===== config.mk =====
export PLATFORM = sky130hd
export DESIGN_NAME = shift_add_multiplier
export DESIGN_NICKNAME = d
export VERILOG_FILES = /design/src/rtl/shift_add_mult_pkg.sv /design/src/rtl/mult_step_unit.sv /design/src/rtl/shift_add_multiplier.sv
export SDC_FILE = /design/constraint.sdc
export NUM_CORES = 1
export LEC_CHECK = 0
export ABC_AREA = 1
export CAP_MARGIN = 10
export CORE_MARGIN = 4
export CORE_UTILIZATION = 30
export CTS_CLUSTER_DIAMETER = 200
export DETAILED_ROUTE_END_ITERATION = 7
export PLACE_DENSITY_LB_ADDON = 0.3
export SLEW_MARGIN = 20
export SYNTH_ARGS = -nofsm -noshare
export SYNTH_HDL_FRONTEND = slang
export SYNTH_HIERARCHICAL = 1
export SYNTH_SLANG_ARGS = --single-unit

===== constraint.sdc =====
create_clock -name clk -period 3.6 [get_ports clk]
set_input_delay 0.72 -clock clk [delete_from_list [all_inputs] [get_ports clk]]
set_output_delay 0.72 -clock clk [all_outputs]
set_load 0.01 [all_outputs]

===== src/rtl/shift_add_mult_pkg.sv =====
// Shared types and sizing helpers for the shift-add multiplier.
// Step count and step-counter width are derived from WIDTH and BPC.
package shift_add_mult_pkg;

    typedef enum logic [1:0] {
        IDLE = 2'd0,
        CALC = 2'd1,
        DONE = 2'd2
    } state_e;

    function automatic int step_count(input int width, input int bpc);
        return width / bpc;
    endfunction

    function automatic int step_cnt_w(input int width, input int bpc);
        return $clog2(width / bpc) + 1;
    endfunction

endpackage


===== src/rtl/mult_step_unit.sv =====
// Combinational multiply step: BPC-bit digit times multiplicand, accumulated
// at bit offset step*BPC into the 2*WIDTH accumulator.
module mult_step_unit
    import shift_add_mult_pkg::*;
#(
    parameter int WIDTH = 8,
    parameter int BPC   = 1
) (
    input  logic [WIDTH-1:0]                    mcand_i,
    input  logic [BPC-1:0]                      digit_i,
    input  logic [step_cnt_w(WIDTH, BPC)-1:0]   step_i,
    input  logic [2*WIDTH-1:0]                  acc_i,
    output logic [2*WIDTH-1:0]                  acc_o
);

    logic [2*WIDTH-1:0] pp;

    always_comb begin
        pp    = (2*WIDTH)'(mcand_i) * (2*WIDTH)'(digit_i);
        acc_o = acc_i + (pp << (int'(step_i) * BPC));
    end

endmodule


===== src/rtl/shift_add_multiplier.sv =====
// Sequential shift-add multiplier, WIDTH-bit operands, BPC bits per cycle, signed/unsigned.
// Optional SHIFT_ADD_MULT_EARLY_TERM_EN: leave CALC once the remaining multiplier bits are zero.
module shift_add_multiplier
    import shift_add_mult_pkg::*;
#(
    parameter int WIDTH = 8,
    parameter int BPC   = 1
) (
    input  logic                 clk,
    input  logic                 rst_n,
    input  logic                 req,
    input  logic                 sgn,
    input  logic [WIDTH-1:0]     a,
    input  logic [WIDTH-1:0]     b,
    output logic                 rdy,
    output logic                 done,
    output logic [2*WIDTH-1:0]   ab
);

    localparam int N  = step_count(WIDTH, BPC);
    localparam int SW = step_cnt_w(WIDTH, BPC);

    state_e             state_q;
    logic [WIDTH-1:0]   mcand_q;
    logic [WIDTH-1:0]   mplier_q;
    logic [2*WIDTH-1:0] acc_q;
    logic [2*WIDTH-1:0] ab_q;
    logic [SW-1:0]      step_q;
    logic               neg_q;
    logic               rdy_q;
    logic               done_q;

    logic [WIDTH-1:0]   a_mag;
    logic [WIDTH-1:0]   b_mag;
    logic [WIDTH-1:0]   mplier_d;
    logic [2*WIDTH-1:0] acc_d;
    logic [2*WIDTH-1:0] result;
    logic               calc_last;

    mult_step_unit #(
        .WIDTH (WIDTH),
        .BPC   (BPC)
    ) u_step (
        .mcand_i (mcand_q),
        .digit_i (mplier_q[BPC-1:0]),
        .step_i  (step_q),
        .acc_i   (acc_q),
        .acc_o   (acc_d)
    );

    // Most-negative operand maps to 2^(WIDTH-1), which still fits unsigned.
    always_comb begin
        a_mag = a;
        b_mag = b;
        if (sgn && a[WIDTH-1]) a_mag = -a;
        if (sgn && b[WIDTH-1]) b_mag = -b;
        mplier_d = mplier_q >> BPC;
        result   = neg_q ? -acc_d : acc_d;
`ifdef SHIFT_ADD_MULT_EARLY_TERM_EN
        calc_last = (step_q == SW'(N - 1)) || (mplier_d == '0);
`else
        calc_last = (step_q == SW'(N - 1));
`endif
    end

    always_ff @(posedge clk or negedge rst_n) begin
        if (!rst_n) begin
            state_q  <= IDLE;
            mcand_q  <= '0;
            mplier_q <= '0;
            acc_q    <= '0;
            ab_q     <= '0;
            step_q   <= '0;
            neg_q    <= 1'b0;
            rdy_q    <= 1'b1;
            done_q   <= 1'b0;
        end else begin
            case (state_q)
                IDLE: begin
                    done_q <= 1'b0;
                    if (req) begin
                        mcand_q  <= a_mag;
                        mplier_q <= b_mag;
                        neg_q    <= sgn & (a[WIDTH-1] ^ b[WIDTH-1]);
                        acc_q    <= '0;
                        step_q   <= '0;
                        rdy_q    <= 1'b0;
                        state_q  <= CALC;
                    end
                end
                CALC: begin
                    acc_q    <= acc_d;
                    mplier_q <= mplier_d;
                    step_q   <= step_q + 1'b1;
                    if (calc_last) begin
                        ab_q    <= result;
                        done_q  <= 1'b1;
                        state_q <= DONE;
                    end
                end
                DONE: begin
                    done_q  <= 1'b0;
                    rdy_q   <= 1'b1;
                    state_q <= IDLE;
                end
                default: begin
                    done_q  <= 1'b0;
                    rdy_q   <= 1'b1;
                    state_q <= IDLE;
                end
            endcase
        end
    end

    assign rdy  = rdy_q;
    assign done = done_q;
    assign ab   = ab_q;

endmodule


==> impl_results.md <==
* Sequential share of the synthesized area at 0.329
* Mapped Nets at between 600 and 700
* Starting DRT DRC Count at roughly 230
* Hold buffer count at cts at 0
* Chip width at approximately 130 um
* R2R Setup Slk at 0.26 ns
* Clk slew on worst S/H paths at 0.06 ns
* Number of maximum-capacitance constraint violations at 0
* Number of ports placed on the die boundary at 38
* Maximum fanout encountered on the critical timing path at 9
* Total CTS buffers at 9
* Count of standard-cell rows at 43
* Setup repair after global routing missed its margin: no
* DR WL/cell at about 14 um
* Final antenna-violating net count at 0
* Max Slew Vio Count at 0
* Non-Filler Instances at 828
* Antenna violations before repair at 0
* Type of the worst min-delay path: input port to asynchronous set/reset pin
* Antenna fix cells at 0
* Number of search-and-repair iterations in the first detailed-routing pass at 5
* Endpoint class of the critical path: register
* Clock root buffer: sky130_fd_sc_hd__clkbuf_16
* Area enclosed by the die boundary at 0.0165 mm^2
* Worst max-slew margin expressed relative to the limit at 0.509
* Placed wire-length estimate after detailed placement at 8730 um
* Worst flop-to-flop path endpoint: ab[15]$_DFFE_PN0P_
* Post-detailed-routing wire length at between 10000 and 15000 um
* Max H-tree Level at 3
* Synth warnings at 6
* Final routed DRC violation total at 0
* Via count at a little over 4000
* Worst setup path category: register to register
* Portion of synthesized cell area occupied by the leading cell type at 0.323
* Final period util at 0.928
* Global-route wire length before repair at a little under 20000 um
* Achievable clock frequency at 299 MHz
* Count of fill cells added during filler insertion at between 1000 and 1500
* Global router's overall resource usage at 0.147
* Main area contributors after synthesis: sky130_fd_sc_hd__dfrtp_1 32%, sky130_fd_sc_hd__nand2_1 16%, sky130_fd_sc_hd__nand3_1 7.6%, sky130_fd_sc_hd__ha_1 5.5%, sky130_fd_sc_hd__inv_1 4.7%
* Std-Cell Core Area at approximately 0.014 mm^2
* Average size of a mapped cell at 7.16 um^2
* Via density per instance at approximately 5.0
* Clk sinks at 57
* Status: complete, no violations
* Total grt overflow at 0
* Post-route clock skew at approximately 0.010 ns
* Effective utilization at floorplan at 0.309
* Cell depth of the worst flop-to-flop path at 21
* Source of the worst register-to-register timing path: step_q[0]$_DFFE_PN0P_
* Placed Cells at 812
* Post-synthesis register bit count at 57
* TNS Setup at 0 ns
* Most frequent cells in the layout: 181 x sky130_fd_sc_hd__nand2_1, 66 x sky130_fd_sc_hd__nand3_1, 54 x sky130_fd_sc_hd__dfrtp_1
* Required @ worst endpoint at approximately 3.8 ns
* P&R area growth vs syn at 17.1%
* Latest clock arrival within the worst-skew pair at 0.34 ns
* Port Buf Inserts at 37
* Cell area after technology mapping at roughly 0.0043 mm^2
* Largest net degree at the start of global routing at 35
* Startpoint class of the critical path: register
* Crit. Startpoint: step_q[0]$_DFFE_PN0P_
* Leading cell type in the layout, fill and taps excluded: sky130_fd_sc_hd__nand2_1
* Final hold violations at 0
* Clock period minus worst slack at approximately 3.3 ns
* Area leader, netlist: sky130_fd_sc_hd__dfrtp_1
* Fraction of layout cells with a size suffix above 1 at 0.0988
* Number of global-route vias before repair at between 4000 and 5000
* Final #Nets at ~680
* Cells after Synth at roughly 600
* TritonCTS clock tree: built
* Clock buffer depth at 2
* Placer's final routability congestion estimate at 0.909
* Synth unique cells at 42
* Arrival time of data at the critical path endpoint at 3.56 ns
* Critical path endpoint: ab[15]$_DFFE_PN0P_
* Die height at roughly 130 um
* Transition time of the tightest slew-check pin at 0.737 ns
* Number of failing setup endpoints in the final timing report at 0
[kinds of logic (layout without fill, tap and decap cells)]
kind of cell	count (synthesis)	in the layout	synth area share
xor gates and xnor gates	23	23	0.0464
buffers and inverters	77	119	0.0940
adders and majority gates	20	20	0.0594
and+or+nand+nor	323	323	0.322
DFF	57	57	0.329
AOI/OAI and AO/OA	106	106	0.150
[critical path: stages (launching register included)]
cell                      delay (ns)
sky130_fd_sc_hd__dfrtp_2        0.47
sky130_fd_sc_hd__buf_4          0.19
sky130_fd_sc_hd__nand3_1        0.11
sky130_fd_sc_hd__nand2_1        0.08
sky130_fd_sc_hd__nand2_1        0.06
sky130_fd_sc_hd__o21ai_1        0.09
sky130_fd_sc_hd__o21ai_1        0.20
sky130_fd_sc_hd__nor2_1         0.09
sky130_fd_sc_hd__ha_1           0.35
sky130_fd_sc_hd__nand2_1        0.12
sky130_fd_sc_hd__nor2_1         0.13
sky130_fd_sc_hd__nand2_1        0.07
sky130_fd_sc_hd__nand2_2        0.12
sky130_fd_sc_hd__a21oi_2        0.08
sky130_fd_sc_hd__xnor2_1        0.38
sky130_fd_sc_hd__inv_1          0.18
sky130_fd_sc_hd__nand3_1        0.12
sky130_fd_sc_hd__nand2_1        0.07
sky130_fd_sc_hd__nand4_1        0.10
sky130_fd_sc_hd__nand2_1        0.06
sky130_fd_sc_hd__nand3_1        0.08
sky130_fd_sc_hd__nand2_1        0.06
[cell usage after synthesis]
library cell and instances:
sky130_fd_sc_hd__nor2_4 1, sky130_fd_sc_hd__buf_12 2, sky130_fd_sc_hd__a22oi_1 5, sky130_fd_sc_hd__nor2_1 50, sky130_fd_sc_hd__o21ai_2 14, sky130_fd_sc_hd__nor3_4 1
sky130_fd_sc_hd__a21oi_2 1, sky130_fd_sc_hd__a21o_1 3, sky130_fd_sc_hd__nand4_1 9, sky130_fd_sc_hd__buf_2 2, sky130_fd_sc_hd__dfstp_2 1, sky130_fd_sc_hd__ha_1 19
sky130_fd_sc_hd__nand2_2 5, sky130_fd_sc_hd__nor2_8 1, sky130_fd_sc_hd__buf_4 6, sky130_fd_sc_hd__nand3_2 3, sky130_fd_sc_hd__o22ai_1 3, sky130_fd_sc_hd__o211ai_2 1
sky130_fd_sc_hd__o211a_1 1, sky130_fd_sc_hd__inv_2 4, sky130_fd_sc_hd__or2_2 1, sky130_fd_sc_hd__a21boi_2 1, sky130_fd_sc_hd__inv_1 54, sky130_fd_sc_hd__buf_6 6
sky130_fd_sc_hd__a22o_1 3, sky130_fd_sc_hd__buf_8 1, sky130_fd_sc_hd__a31oi_1 2, sky130_fd_sc_hd__xnor2_1 4, sky130_fd_sc_hd__inv_6 1, sky130_fd_sc_hd__dfrtp_1 56
sky130_fd_sc_hd__a21oi_1 21, sky130_fd_sc_hd__nor2_2 1, sky130_fd_sc_hd__nor3_1 3, sky130_fd_sc_hd__fa_1 1, sky130_fd_sc_hd__o21bai_2 1, sky130_fd_sc_hd__or2_1 1
sky130_fd_sc_hd__o21ai_0 31, sky130_fd_sc_hd__xor2_1 19, sky130_fd_sc_hd__o21ai_1 19, sky130_fd_sc_hd__nand3_1 66, sky130_fd_sc_hd__nand2_1 181, sky130_fd_sc_hd__clkbuf_1 1
[worst min path at each step]
stage / start / to / slack, ns / cells past startpoint
3_3_place_gp: ab[15]$_DFFE_PN0P_ / ab[15]$_DFFE_PN0P_ / 0.47 / 2
4_1_cts: rst_n / state_q[1]$_DFFE_PN0P_ / 0.47 / 1
2_1_floorplan: rst_n / ab[0]$_DFFE_PN0P_ / 0.42 / 0
5_1_grt: ab[10]$_DFFE_PN0P_ / ab[10]$_DFFE_PN0P_ / 0.51 / 2
3_5_place_dp: ab[15]$_DFFE_PN0P_ / ab[15]$_DFFE_PN0P_ / 0.47 / 2
6_report: rst_n / state_q[1]$_DFFE_PN0P_ / 0.45 / 1
[layer usage]
layer / track usage / up-vias / routed length (um)
met4: 0.0574 / 0 / 267
met5: 0 / - / 0
met2: 0.234 / 101 / 5310
li1: - / 2080 / -
met1: 0.198 / 1933 / 5450
met3: 0.0242 / 22 / 381
[sequential cells by signal, summed over array words and instances, names as in the netlist]
signal / cells
rdy: 1
done: 1
mplier_q: 8
neg_q: 1
step_q: 4
ab: 16
state_q: 2
mcand_q: 8
acc_q: 16
[area by class of cell]
| cell class | count | area (um^2) | share of cell area |
|---|---|---|---|
| multi-input cells | 472 | 2510 | 0.493 |
| inverters | 59 | 226 | 0.0446 |
| well taps | 180 | 225 | 0.0443 |
| clock inverters | 5 | 31.3 | 0.00616 |
| repair buffers | 44 | 418 | 0.0822 |
| clock buffers | 11 | 243 | 0.0478 |
| flip-flops and latches | 57 | 1430 | 0.281 |
[per-stage QoR]
stage / area (um^2) / hold WS [ns] / util / setup slack (ns)
3_3_place_gp: 4800 / 0.466 / 0.342 / 0.340
2_1_floorplan: 4340 / 0.424 / - / 0.838
6_report: 5080 / 0.449 / 0.362 / 0.261
4_1_cts: 5080 / 0.475 / 0.361 / 0.249
3_5_place_dp: 4800 / 0.466 / 0.342 / 0.280
5_1_grt: 5080 / 0.508 / 0.362 / 0.00949
[what timing repair did]
action	4_1_cts	5_1_grt
endpoints found under the setup margin	0	8
gates resized for setup	0	4
buffers inserted	0	0
endpoints found under the hold margin	0	0
Power is left out: the tool's default activity adds up to more than one toggle a clock period on the data nets, which glitch-free logic cannot reach.
